<file path="src/rtl/led_mode_controller.sv">
// led_mode_controller
//   Front-panel controller for four board LEDs. Each raw push switch is
//   debounced, and each debounced release becomes a pending event. A
//   fixed-priority arbiter serves one pending event per clock, lowest index
//   first. A mode FSM consumes the grants and drives the LEDs in TOGGLE,
//   CHASE or BLINK mode.
//
//   Parameters
//     DEBOUNCE_LIMIT  clocks a raw level must stay stable before acceptance (>=2)
//     STEP_COUNT      clocks per chase/blink step (>=2)
//
//   Ports
//     i_Clk               system clock, posedge
//     i_Rst               synchronous reset, active high
//     i_Switch_1..4       raw switches, 1 = pressed (1 highest priority,
//                         4 lowest and also the mode advance)
//     o_LED_1..4          registered LED drives
//     o_Mode              registered mode: 00 TOGGLE, 01 CHASE, 10 BLINK
//     o_Grant [3:0]       only with LED_CTRL_GRANT_EN defined: registered
//                         one-hot copy of the grant, high in the cycle its
//                         effect shows on o_LED_*/o_Mode
//
//   Switch inputs are expected to be synchronous to i_Clk.

module led_debounce_lane #(
  parameter int LIMIT = 4
) (
  input  logic gclk,
  input  logic rst,
  input  logic raw,
  output logic fall
);
  localparam int CW = $clog2(LIMIT);
  localparam logic [CW-1:0] LAST = CW'(LIMIT - 1);

  logic [CW-1:0] cnt;
  logic          level;
  logic          level_d;

  always_ff @(posedge gclk) begin
    if (rst) begin
      cnt     <= '0;
      level   <= 1'b0;
      level_d <= 1'b0;
    end else begin
      level_d <= level;
      if (raw == level) begin
        cnt <= '0;
      end else if (cnt == LAST) begin
        level <= raw;
        cnt   <= '0;
      end else begin
        cnt <= cnt + CW'(1);
      end
    end
  end

  // One-cycle pulse in the cycle after the debounced level drops.
  assign fall = level_d & ~level;
endmodule

module led_mode_controller #(
  parameter int DEBOUNCE_LIMIT = 250000,
  parameter int STEP_COUNT     = 12500000
) (
  input  logic       i_Clk,
  input  logic       i_Rst,
  input  logic       i_Switch_1,
  input  logic       i_Switch_2,
  input  logic       i_Switch_3,
  input  logic       i_Switch_4,
  output logic       o_LED_1,
  output logic       o_LED_2,
  output logic       o_LED_3,
  output logic       o_LED_4,
  output logic [1:0] o_Mode
`ifdef LED_CTRL_GRANT_EN
  ,
  output logic [3:0] o_Grant
`endif
);
  localparam int NUM_SW = 4;
  localparam int SW = $clog2(STEP_COUNT);
  localparam logic [SW-1:0] STEP_LAST = SW'(STEP_COUNT - 1);

  typedef enum logic [1:0] {
    MODE_TOGGLE = 2'b00,
    MODE_CHASE  = 2'b01,
    MODE_BLINK  = 2'b10
  } mode_t;

  logic [NUM_SW-1:0] raw, fall, pend, pend_nxt, grant;

  assign raw = {i_Switch_4, i_Switch_3, i_Switch_2, i_Switch_1};

  generate
    for (genvar n = 0; n < NUM_SW; n++) begin : g_lane
      led_debounce_lane #(.LIMIT(DEBOUNCE_LIMIT)) u_lane (
        .gclk (i_Clk),
        .rst  (i_Rst),
        .raw  (raw[n]),
        .fall (fall[n])
      );
    end
  endgenerate

  // Isolate the lowest set pending bit. A new event on the granted bit
  // re-sets it because the OR comes after the clear.
  assign grant    = pend & (~pend + NUM_SW'(1));
  assign pend_nxt = (pend & ~grant) | fall;

  mode_t             mode, mode_nxt;
  logic [NUM_SW-1:0] led, led_nxt;
  logic [SW-1:0]     cnt, cnt_nxt;
  logic              dir_dn, dir_dn_nxt;
  logic              pause, pause_nxt;
  logic              counting, tick;

  assign counting = ((mode == MODE_CHASE) && !pause) || (mode == MODE_BLINK);
  assign tick     = counting && (cnt == STEP_LAST);

  always_comb begin
    mode_nxt   = mode;
    led_nxt    = led;
    dir_dn_nxt = dir_dn;
    pause_nxt  = pause;
    cnt_nxt    = cnt;

    if (mode == MODE_TOGGLE)  cnt_nxt = '0;
    else if (counting)        cnt_nxt = tick ? '0 : cnt + SW'(1);

    if (grant[3]) begin
      // Mode change wins over any tick in the same cycle.
      cnt_nxt = '0;
      case (mode)
        MODE_TOGGLE: begin
          mode_nxt   = MODE_CHASE;
          led_nxt    = 4'b0001;
          dir_dn_nxt = 1'b0;
          pause_nxt  = 1'b0;
        end
        MODE_CHASE: begin
          mode_nxt = MODE_BLINK;
          led_nxt  = 4'b1111;
        end
        default: begin
          mode_nxt = MODE_TOGGLE;
          led_nxt  = 4'b0000;
        end
      endcase
    end else begin
      case (mode)
        MODE_TOGGLE: led_nxt = led ^ {1'b0, grant[2:0]};
        MODE_CHASE: begin
          // Grant first, so a same-cycle tick sees the new direction/pause.
          if (grant[0]) dir_dn_nxt = ~dir_dn;
          if (grant[1]) pause_nxt  = ~pause;
          if (tick && !pause_nxt)
            led_nxt = dir_dn_nxt ? {led[0], led[3:1]} : {led[2:0], led[3]};
        end
        MODE_BLINK: if (tick) led_nxt = ~led;
        default: begin
          mode_nxt = MODE_TOGGLE;
          led_nxt  = '0;
        end
      endcase
    end
  end

`ifdef LED_CTRL_GRANT_EN
  logic [NUM_SW-1:0] grant_q;
  assign o_Grant = grant_q;
`endif

  always_ff @(posedge i_Clk) begin
    if (i_Rst) begin
      mode    <= MODE_TOGGLE;
      led     <= '0;
      cnt     <= '0;
      dir_dn  <= 1'b0;
      pause   <= 1'b0;
      pend    <= '0;
`ifdef LED_CTRL_GRANT_EN
      grant_q <= '0;
`endif
    end else begin
      mode    <= mode_nxt;
      led     <= led_nxt;
      cnt     <= cnt_nxt;
      dir_dn  <= dir_dn_nxt;
      pause   <= pause_nxt;
      pend    <= pend_nxt;
`ifdef LED_CTRL_GRANT_EN
      grant_q <= grant;
`endif
    end
  end

  assign o_LED_1 = led[0];
  assign o_LED_2 = led[1];
  assign o_LED_3 = led[2];
  assign o_LED_4 = led[3];
  assign o_Mode  = mode;
endmodule

</file>
<file path="config.mk">
export PLATFORM = sky130hd
export DESIGN_NAME = led_mode_controller
export DESIGN_NICKNAME = d
export VERILOG_FILES = /design/src/rtl/led_mode_controller.sv
export SDC_FILE = /design/constraint.sdc
export NUM_CORES = 1
export LEC_CHECK = 0
export ABC_AREA = 1
export BUFFER_PORTS_ARGS = -buffer_cell sky130_fd_sc_hd__buf_2
export CORE_AREA = 2 2 83 125
export CTS_CLUSTER_DIAMETER = 50
export DETAILED_ROUTE_END_ITERATION = 10
export DIE_AREA = 0 0 85 127
export HOLD_SLACK_MARGIN = 0.02
export PLACE_DENSITY = 0.75
export SLEW_MARGIN = 20
export SYNTH_ARGS = -nofsm -noshare
export SYNTH_HDL_FRONTEND = slang
export SYNTH_SLANG_ARGS = --single-unit
</file>
<file path="constraint.sdc">
create_clock -name i_Clk -period 4.83 [get_ports i_Clk]
set_clock_uncertainty 0.2 [all_clocks]
set_input_delay 0.966 -clock i_Clk [delete_from_list [all_inputs] [get_ports i_Clk]]
set_output_delay 0.966 -clock i_Clk [all_outputs]
set_load 0.01 [all_outputs]
</file>
==> Yosys cells after proc, flatten, opt, wreduce, memory -nomap -nowiden <==
Index checks and enable logic that the tools add are counted.
{ "classes": {"order_cmp": 0, "n_bitwise": 21, "mux": 21, "div": 0, "n_eq_ne": 15, "n_shift": 0, "addsub": 6, "n_reduce_logical": 20, "multipliers": 0} }
{ "ops": {"columns": ["operator", "count"], "rows": [
  ["$add 18x1->18 const B", 4],
  ["$eq 18x18->1 const B", 4],
  ["$add 24x1->24 const B", 1],
  ["$eq 24x24->1 const B", 1],
  ["$mux 24", 1],
  ["$reduce_or 3->1", 6],
  ["$mux 4", 4],
  ["$not 4->4", 3],
  ["$pmux 4 s3", 1],
  ["$reduce_and 2->1", 6],
  ["$mux 1", 11],
  ["$not 1->1", 10],
  ["$and 4x4->4", 2],
  ["$pmux 4 s2", 1],
  ["$add 4x1->4 const B", 1],
  ["$and 1x1->1", 4],
  ["$eq 1x1->1", 4],
  ["$mux 2", 2],
  ["$ne 2x1->1 const B", 2],
  ["$or 4x4->4", 1],
  ["$pmux 2 s2", 1],
  ["$xor 4x3->4", 1],
  ["$logic_and 1x1->1", 3],
  ["$ne 3x2->1 const B", 1],
  ["other kinds (7)", 8]
]} }
{ "word_totals": {"input_bits": 6, "latch_bits": 0, "ramBits": 0, "wordCells": 101, "ff_bits": 116, "romBits": 0, "out_inout_bits": 6, "mem_count": 0} }

==> Longest topological paths before layout <==
Gate-level depths: netlist of the first run.
{ "depth": {"ltp_word": 11, "depth_mapped": 10, "depth_no_buf": 10} }

==> Cells and area by module <==
From an unflattened synthesis of the first run, not the netlist that was laid out.
{ "unflattened": {"hier_cells": 883, "hier_area_um2": 6299.8} }
{ "modules_own_cells": {"columns": ["module", "cells_per_inst", "area_per_inst_um2", "seq_area_each_um2", "n_inst"], "rows": [
  ["led_debounce_lane", 145, 1053.5, 400.4, 4],
  ["led_mode_controller", 303, 2085.8, 720.7, 1]
]} }

==> Least setup slack after synthesis of the first run <==
Ideal clock, no wire load.
{ "synth_timing": {"kind": "input to register", "start": "input i_Rst", "end": "register g_lane[0].u_lane.cnt[16]", "required_time_ps": 4566, "path_buffers": 2, "setup_slack_ps": 2733, "t_arrival_ps": 1833, "setup_ps": 64, "stages": 7, "cell_sequence": "inv_1 > clkbuf_2 > o21ai_0 > a21oi_1 > nand2_2 > buf_2 > nor2_1"} }
{ "synth_between": {"elab_chain_cells": 1} }
{ "synth_lines": {"columns": ["element", "line", "rtl"], "rows": [
  ["from (decl)", "67", "input logic i_Rst,"],
  ["$reduce_or 3->1 (no line)", null, null],
  ["to (signal assigned)", "53", "cnt <= cnt + CW'(1);"],
  ["to (decl)", "36", "logic [CW-1:0] cnt;"]
]} }
No other way between the ends.
A chain may end at the register's enable or synchronous reset.

==> Final worst setup path of the first run <==
{ "layout_timing": {"start": "input i_Rst", "end": "register cnt[17]"} }
{ "layout_between": {"elab_chain_cells": 1} }
{ "layout_lines": {"columns": ["element", "line", "rtl"], "rows": [
  ["$reduce_or 3->1 (no line)", null, null],
  ["to (signal assigned)", "189", "cnt <= cnt_nxt;"],
  ["to (decl)", "114", "logic [SW-1:0] cnt, cnt_nxt;"]
]} }
No other way between the ends.

==> reports/qor.yml, run 1 <==
synth:
  syn_area_per_cell_sq_um: 6.89
  synth-edff-count: 0
  synthArstFlopShare_pct: 0
  ys_warn_count: 0
  synth_top_cell_area_share_pct: 40.9
  synth_seq_area_share_pct: 40.9
  synth_seq_cells: 116
  post-synth-top-area-cell: "dfxtp_1"
  synth.area.top_cells: "dfxtp_1 41%, nand2_1 11%, nor2_1 9.6%, inv_1 7.1%, a21oi_1 4.1%"
  syn_nets: 835
  synth_flop_cell: "dfxtp_1"
  synth_cell_types: 40
  synthCells: 824
  syn_area_sq_um: 5670
die:
  io_pins: 12
  start_util_pct: 58.9
  rows: 44
  die_y_microns: 127
  die_x_microns: 85
  core_area_sq_um: 9630
  dieArea_sq_um: 10800
sta:
  slew_headroom_pct: 66.6
  period_needed_ns: 2.35
  period_share_pct: 48.6
  max_freq_mhz: 426
  maxSlewViolCount: 0
  setup-tns-final_ns: 0
  holdWs_ns: 0.225
  rsz0062_at_grt: "no"
  tightest_slew_ns: 0.497
  hold_viol: 0
  finalSetupViolCount: 0
cts:
  clock_latency_ns: 0.41
  clk_pin_slew_worst_paths_ns: 0.05
  numCtsBuffers: 17
  cts_root_buf: "clkbuf_16"
  cts.repair.resized: 0
  htreeDepth: 4
  clkSinkCount: 116
  cts_tree: "yes"
  clock_path_buffers: 2
  post_cts_buffers: 0
  holdBufCountCts: 0
routing:
  met1Wirelength_microns: 4920
  drt_iter0_drc: 247
  drt_first_pass_iters: 4
  wirelength_microns: 12100
  wl_per_cell_microns: 12.4
  via_count: 5213
  final_antenna_net_count: 0
  wl_met3_microns: 378
  viasPerCell: 5.35
  wl_met2_microns: 6570
  dr.max_layer_used: "met4"
  drc: 0
pwr:
  seqPwrFrac_pct: 41.2
  p_switching_mw: 0.447
  p_clk_share_pct: 57.8
  swShare_pct: 19.1
  p_leak_nw: 2.36
  p_comb_share_pct: 1.1
  power_density_nw_per_um2: 362
  peakVddDrop_mv: 0.349
  power.internal_mw: 1.90
worst_setup_path:
  crit_type: "in -> reg"
  r2r_slack_ns: 2.79
  cp.required_ns: 4.95
  reg2reg_depth: 10
  r2r-end: "led[2]$_SDFFE_PP0P_"
  regToRegStartpoint: "cnt[0]$_SDFFE_PP0P_"
  arrival_ns: 2.47
  cp-start-kind: "primary input"
  critPathMaxFanout: 18
  critPathCaptureType: "flop"
  crit_start: "i_Rst"
finish:
  nNetsFinal: 858
  fill_cells: 823
  area_growth_pct: 13.9
  num_antenna_cells: 0
  drive_above_1_share_pct: 9.19
placement:
  gp_congestion: 0.887
  hpwl_microns: 8630
  portBuffers: 11
grt:
  grt_antenna_before_repair: 0
  overflow: 0
  grt_pass1_vias: 5251
  track_usage_pct: 24.1
  grt_max_degree: 19
  grt_first_pass_wirelength_microns: 21500
hold_path:
  hold_path.class: "reg -> reg"
  holdPathEnd: "pend[0]$_SDFF_PP0_"
  min-delay-start: "g_lane[0].u_lane.level_d$_SDFF_PP0_"
  hold_depth: 2
outcome:
  status: "complete, no violations"
job:
  drv_cap: 0
[layer usage]
layer | vias up | GRT usage, %
li1 | 2702 | -
met1 | 2404 | 24.3
met2 | 85 | 45.2
met3 | 22 | 6.52
met4 | 0 | 10.9
met5 | - | 0
[power groups by stage]
stage,combinational (mW),sequential (mW),clock [mW]
6_report,0.0247,0.965,1.35
5_1_grt,0.0289,0.964,1.41
4_1_cts,0.0251,0.964,1.37
3_5_place_dp,0.0251,0.985,0
3_3_place_gp,0.0239,0.984,0
2_1_floorplan,0.0201,0.984,0
[kinds of logic after synthesis]
group | Yosys count | synth area share, %
simple gates | 472 | 37.7
compound gates | 88 | 8.16
buf+inv | 120 | 8.53
xor+xnor | 23 | 3.55
flops | 116 | 40.9
fa+ha+maj | 5 | 1.10
[cell usage after synthesis (4+ instances only)]
cell type / number
nand2_1: 165
nor2_1: 145
dfxtp_1: 116
inv_1: 107
a21oi_1: 47
nand3_1: 43
nor3_1: 39
o21ai_0: 33
nand4_1: 19
xor2_1: 18
nor3b_1: 12
nand2_2: 8
nor4_1: 8
or2_2: 8
ha_1: 5
inv_2: 5
nor2_2: 5
xnor2_1: 5
nand3b_1: 4
[how the worst max path moves through the flow]
stage                                          end  depth (start not counted)
6_report                      cnt[17]$_SDFFE_PP0P_                          6
5_1_grt                       cnt[17]$_SDFFE_PP0P_                          6
4_1_cts                       cnt[17]$_SDFFE_PP0P_                          6
3_5_place_dp                  cnt[17]$_SDFFE_PP0P_                          6
3_3_place_gp                  cnt[18]$_SDFFE_PP0P_                          6
2_1_floorplan  g_lane[0].u_lane.cnt[16]$_SDFF_PP0_                          7
[layout by cell type, fill, tap and decap left out, types with 2 or more instances in the layout]
cell,count
nor3b_1,12
inv_2,5
clkbuf_16,17
inv_1,107
or2_2,8
nand2_2,8
dfxtp_1,116
o211ai_1,3
nand3_1,43
or2_1,2
and2_1,2
clkinv_2,4
nand2_4,2
clkbuf_8,5
a31oi_1,2
buf_2,11
xnor2_1,5
a21oi_1,47
nor3_1,39
xor2_1,18
nor2_2,5
nor2_1,145
bufinv_16,4
nor3_2,2
o21ai_0,33
nand3b_1,4
nand2_1,165
nand4_1,19
ha_1,5
nor4_1,8
nand3_2,3
[area by class of cell]
class,count,area (sq um),area share (%)
flip-flops and latches,116,2320,35.9
clock buffers,23,498,7.70
inverters,113,429,6.64
repair buffers,11,55.1,0.852
multi-input cells,588,2870,44.4
well taps,115,144,2.23
clock inverters,9,148,2.28
[worst max-delay path: stages]
cell and delay (ns):
buf_2 0.18, inv_1 0.31, nand3_2 0.21, a21oi_4 0.44, inv_2 0.12, nor3_1 0.24
[flip-flops by register name, summed over array words and instances (netlist names)]
signal	count
g_lane.u_lane.cnt	72
cnt	24
g_lane.u_lane.level	4
g_lane.u_lane.level_d	4
led	4
pend	4
o_Mode	2
dir_dn	1
pause	1
[stage by stage]
stage | util [%] | std cells | area (sq um) | setup WS [ns] | power [mW]
3_5_place_dp | 60.4 | 943 | 5820 | 2.08 | 1.01
6_report | 67.1 | 975 | 6460 | 2.48 | 2.34
3_3_place_gp | 60.4 | 943 | 5820 | 2.16 | 1.01
4_1_cts | 67.1 | 975 | 6460 | 2.44 | 2.36
2_1_floorplan | - | 824 | 5670 | 2.73 | 1.00
5_1_grt | 67.1 | 975 | 6460 | 2.26 | 2.41
No activity file was read; power rests on OpenSTA's default activity.
==> inputs of run 2 (changes only) <==
Clock period 4.83 ns to 2.3 ns, I/O delays scaled along.
==> run 2 against run 1 <==
Effect of this change: largest cell class unchanged; first-iteration DRC count is 6.1% lower; total power is 110% higher; clock power increased by 100%; critical path type is now reg -> reg; critical endpoint is now led[1]$_SDFFE_PP0P_; utilization rose by 0.17 points; die area did not move; sequential power up 110%; global-route usage is 1.4 points lower; count of clock-buffer cells in the layout is 1 lower; critical path depth rose by 4; sequential share of layout area decreased by 0.090 points; via count fell by 0.38%; final cell count grew 0.31%.
==> reports/qor.yml, run 2 (synthesized netlist as in run 1, its figures left out) <==
outcome:
  status: "complete, no violations"
routing:
  wirelength_microns: 11800
  drt_iter0_drc: 232
  drt_first_pass_iters: 5
  via_count: 5193
  drc: 0
  final_antenna_net_count: 0
  viasPerCell: 5.31
  wl_per_cell_microns: 12.1
finish:
  final_common_cell: "nand2_1"
  stdcell_count: 978
  largest_reg_flops: 72
  top_regs: "g_lane.u_lane.cnt: 72 flops, cnt: 24 flops"
  nNetsFinal: 861
  drive_above_1_share_pct: 9.39
  multi_input_area_sq_um: 2870
  num_antenna_cells: 0
  fill_cells: 821
  regArea_sq_um: 2320
  post-route-util_pct: 67.3
  top_register: "g_lane.u_lane.cnt"
  area_growth_pct: 14.2
  layout_common_cells: "165 x nand2_1, 145 x nor2_1, 116 x dfxtp_1"
hold_path:
  hold_depth: 3
  hold_path.class: "in -> reg"
  min-delay-start: "i_Switch_2"
  holdPathEnd: "g_lane[1].u_lane.level$_SDFFE_PP0P_"
sta:
  setup-tns-final_ns: 0
  hold_viol: 0
  rsz0062_at_grt: "no"
  finalSetupViolCount: 0
  period_needed_ns: 2.02
  slew_headroom_pct: 67.1
  maxSlewViolCount: 0
  tightest_slew_ns: 0.489
  max_freq_mhz: 496
  fin_ws_ns: 0.283
  period_share_pct: 87.7
die:
  rows: 44
  core_area_sq_um: 9630
  die_y_microns: 127
  dieArea_sq_um: 10800
  die_x_microns: 85
  start_util_pct: 58.9
  io_pins: 12
grt:
  overflow: 0
  track_usage_pct: 22.7
  grt_antenna_before_repair: 0
  grt_pass1_vias: 4980
  grt_max_degree: 19
  grt_first_pass_wirelength_microns: 20200
cts:
  clock_latency_ns: 0.40
  post_cts_buffers: 0
  cts_tree: "yes"
  clkSinkCount: 116
  cts_root_buf: "clkbuf_16"
  clk_pin_slew_worst_paths_ns: 0.05
  clock_path_buffers: 2
  htreeDepth: 4
  holdBufCountCts: 0
  cts.repair.resized: 0
  numCtsBuffers: 17
pwr:
  swShare_pct: 19.0
  peakVddDrop_mv: 0.553
  p_comb_share_pct: 1.1
  p_leak_nw: 2.37
  p_switching_mw: 0.919
  power_density_nw_per_um2: 747
  p_total_mw: 4.84
  power.internal_mw: 3.92
  p_clk_share_pct: 57.0
  seqPwrFrac_pct: 41.9
placement:
  pre_cts_slack_ns: 0.240
  gp_congestion: 0.891
  portBuffers: 11
  numPlacedInstances: 946
  hpwl_microns: 8490
worst_setup_path:
  cp.required_ns: 2.40
  r2r_slack_ns: 0.28
  cp-start-kind: "flop"
  regToRegStartpoint: "cnt[0]$_SDFFE_PP0P_"
  critPathCaptureType: "flop"
  r2r-end: "led[1]$_SDFFE_PP0P_"
  arrival_ns: 2.11
  reg2reg_depth: 10
  critPathMaxFanout: 7
  crit_type: "reg -> reg"
job:
  drv_cap: 0
run 2: changes by cell type in the layout (fill, tap and decap cells not counted):
cell and change:
buf_12 +1, buf_4 +2, clkinv_2 +1, clkbuf_1 +1, clkbuf_8 -2
run 2: layer usage:
| layer | part of all wire, % | vias up | wire, microns | track usage [%] |
|---|---|---|---|---|
| li1 | - | 2698 | - | - |
| met1 | 40 | 2353 | 4750 | 23.2 |
| met3 | 3.3 | 32 | 385 | 5.23 |
| met2 | 54 | 110 | 6390 | 42.0 |
| met4 | 2.4 | 0 | 287 | 12.0 |
| met5 | 0 | - | 0 | 0 |
run 2: metrics by stage:
step | cell area, sq um | hold WS [ns]
5_1_grt | 6480 | 0.159
3_3_place_gp | 5850 | 0.209
3_5_place_dp | 5850 | 0.220
2_1_floorplan | 5670 | 0.204
4_1_cts | 6480 | 0.120
6_report | 6480 | 0.132
run 2: worst max-delay path, cell delays in order, from the launching register on:
cell     delay, ns
dfxtp_1       0.39
ha_1          0.21
nand2_1       0.09
nor2_2        0.16
nand3_1       0.10
nor2_1        0.24
nand3_1       0.13
nand2_2       0.14
nand2_1       0.09
nor2_1        0.10
nor2_1        0.05
run 2: worst max path at each step:
stage | end | cells after the start | from | slack, ns
2_1_floorplan | g_lane[2].u_lane.cnt[8]$_SDFF_PP0_ | 10 | g_lane[2].u_lane.cnt[0]$_SDFF_PP0_ | 0.57
3_3_place_gp | cnt[18]$_SDFFE_PP0P_ | 7 | i_Rst | 0.32
3_5_place_dp | g_lane[2].u_lane.cnt[12]$_SDFF_PP0_ | 6 | i_Rst | 0.24
4_1_cts | led[1]$_SDFFE_PP0P_ | 10 | cnt[0]$_SDFFE_PP0P_ | 0.30
5_1_grt | g_lane[3].u_lane.cnt[12]$_SDFF_PP0_ | 9 | g_lane[3].u_lane.cnt[0]$_SDFF_PP0_ | 0.11
6_report | led[1]$_SDFFE_PP0P_ | 10 | cnt[0]$_SDFFE_PP0P_ | 0.28
run 2: layout make-up:
type	instances	share of cell area, %
Multi-Input combinational cell	588	44.3
Sequential cell	116	35.8
Clock buffer	22	7.32
Clock inverter	10	2.36
Timing Repair Buffer	14	1.39
Inverter	113	6.62
Tap cell	115	2.22
run 2: power groups by stage:
stage / combinational (mW) / clock, mW / sequential (mW)
2_1_floorplan: 0.0422 / 0 / 2.07
3_3_place_gp: 0.0528 / 0 / 2.07
3_5_place_dp: 0.0545 / 0 / 2.07
4_1_cts: 0.0549 / 2.81 / 2.03
5_1_grt: 0.0624 / 2.90 / 2.03
6_report: 0.0537 / 2.76 / 2.03
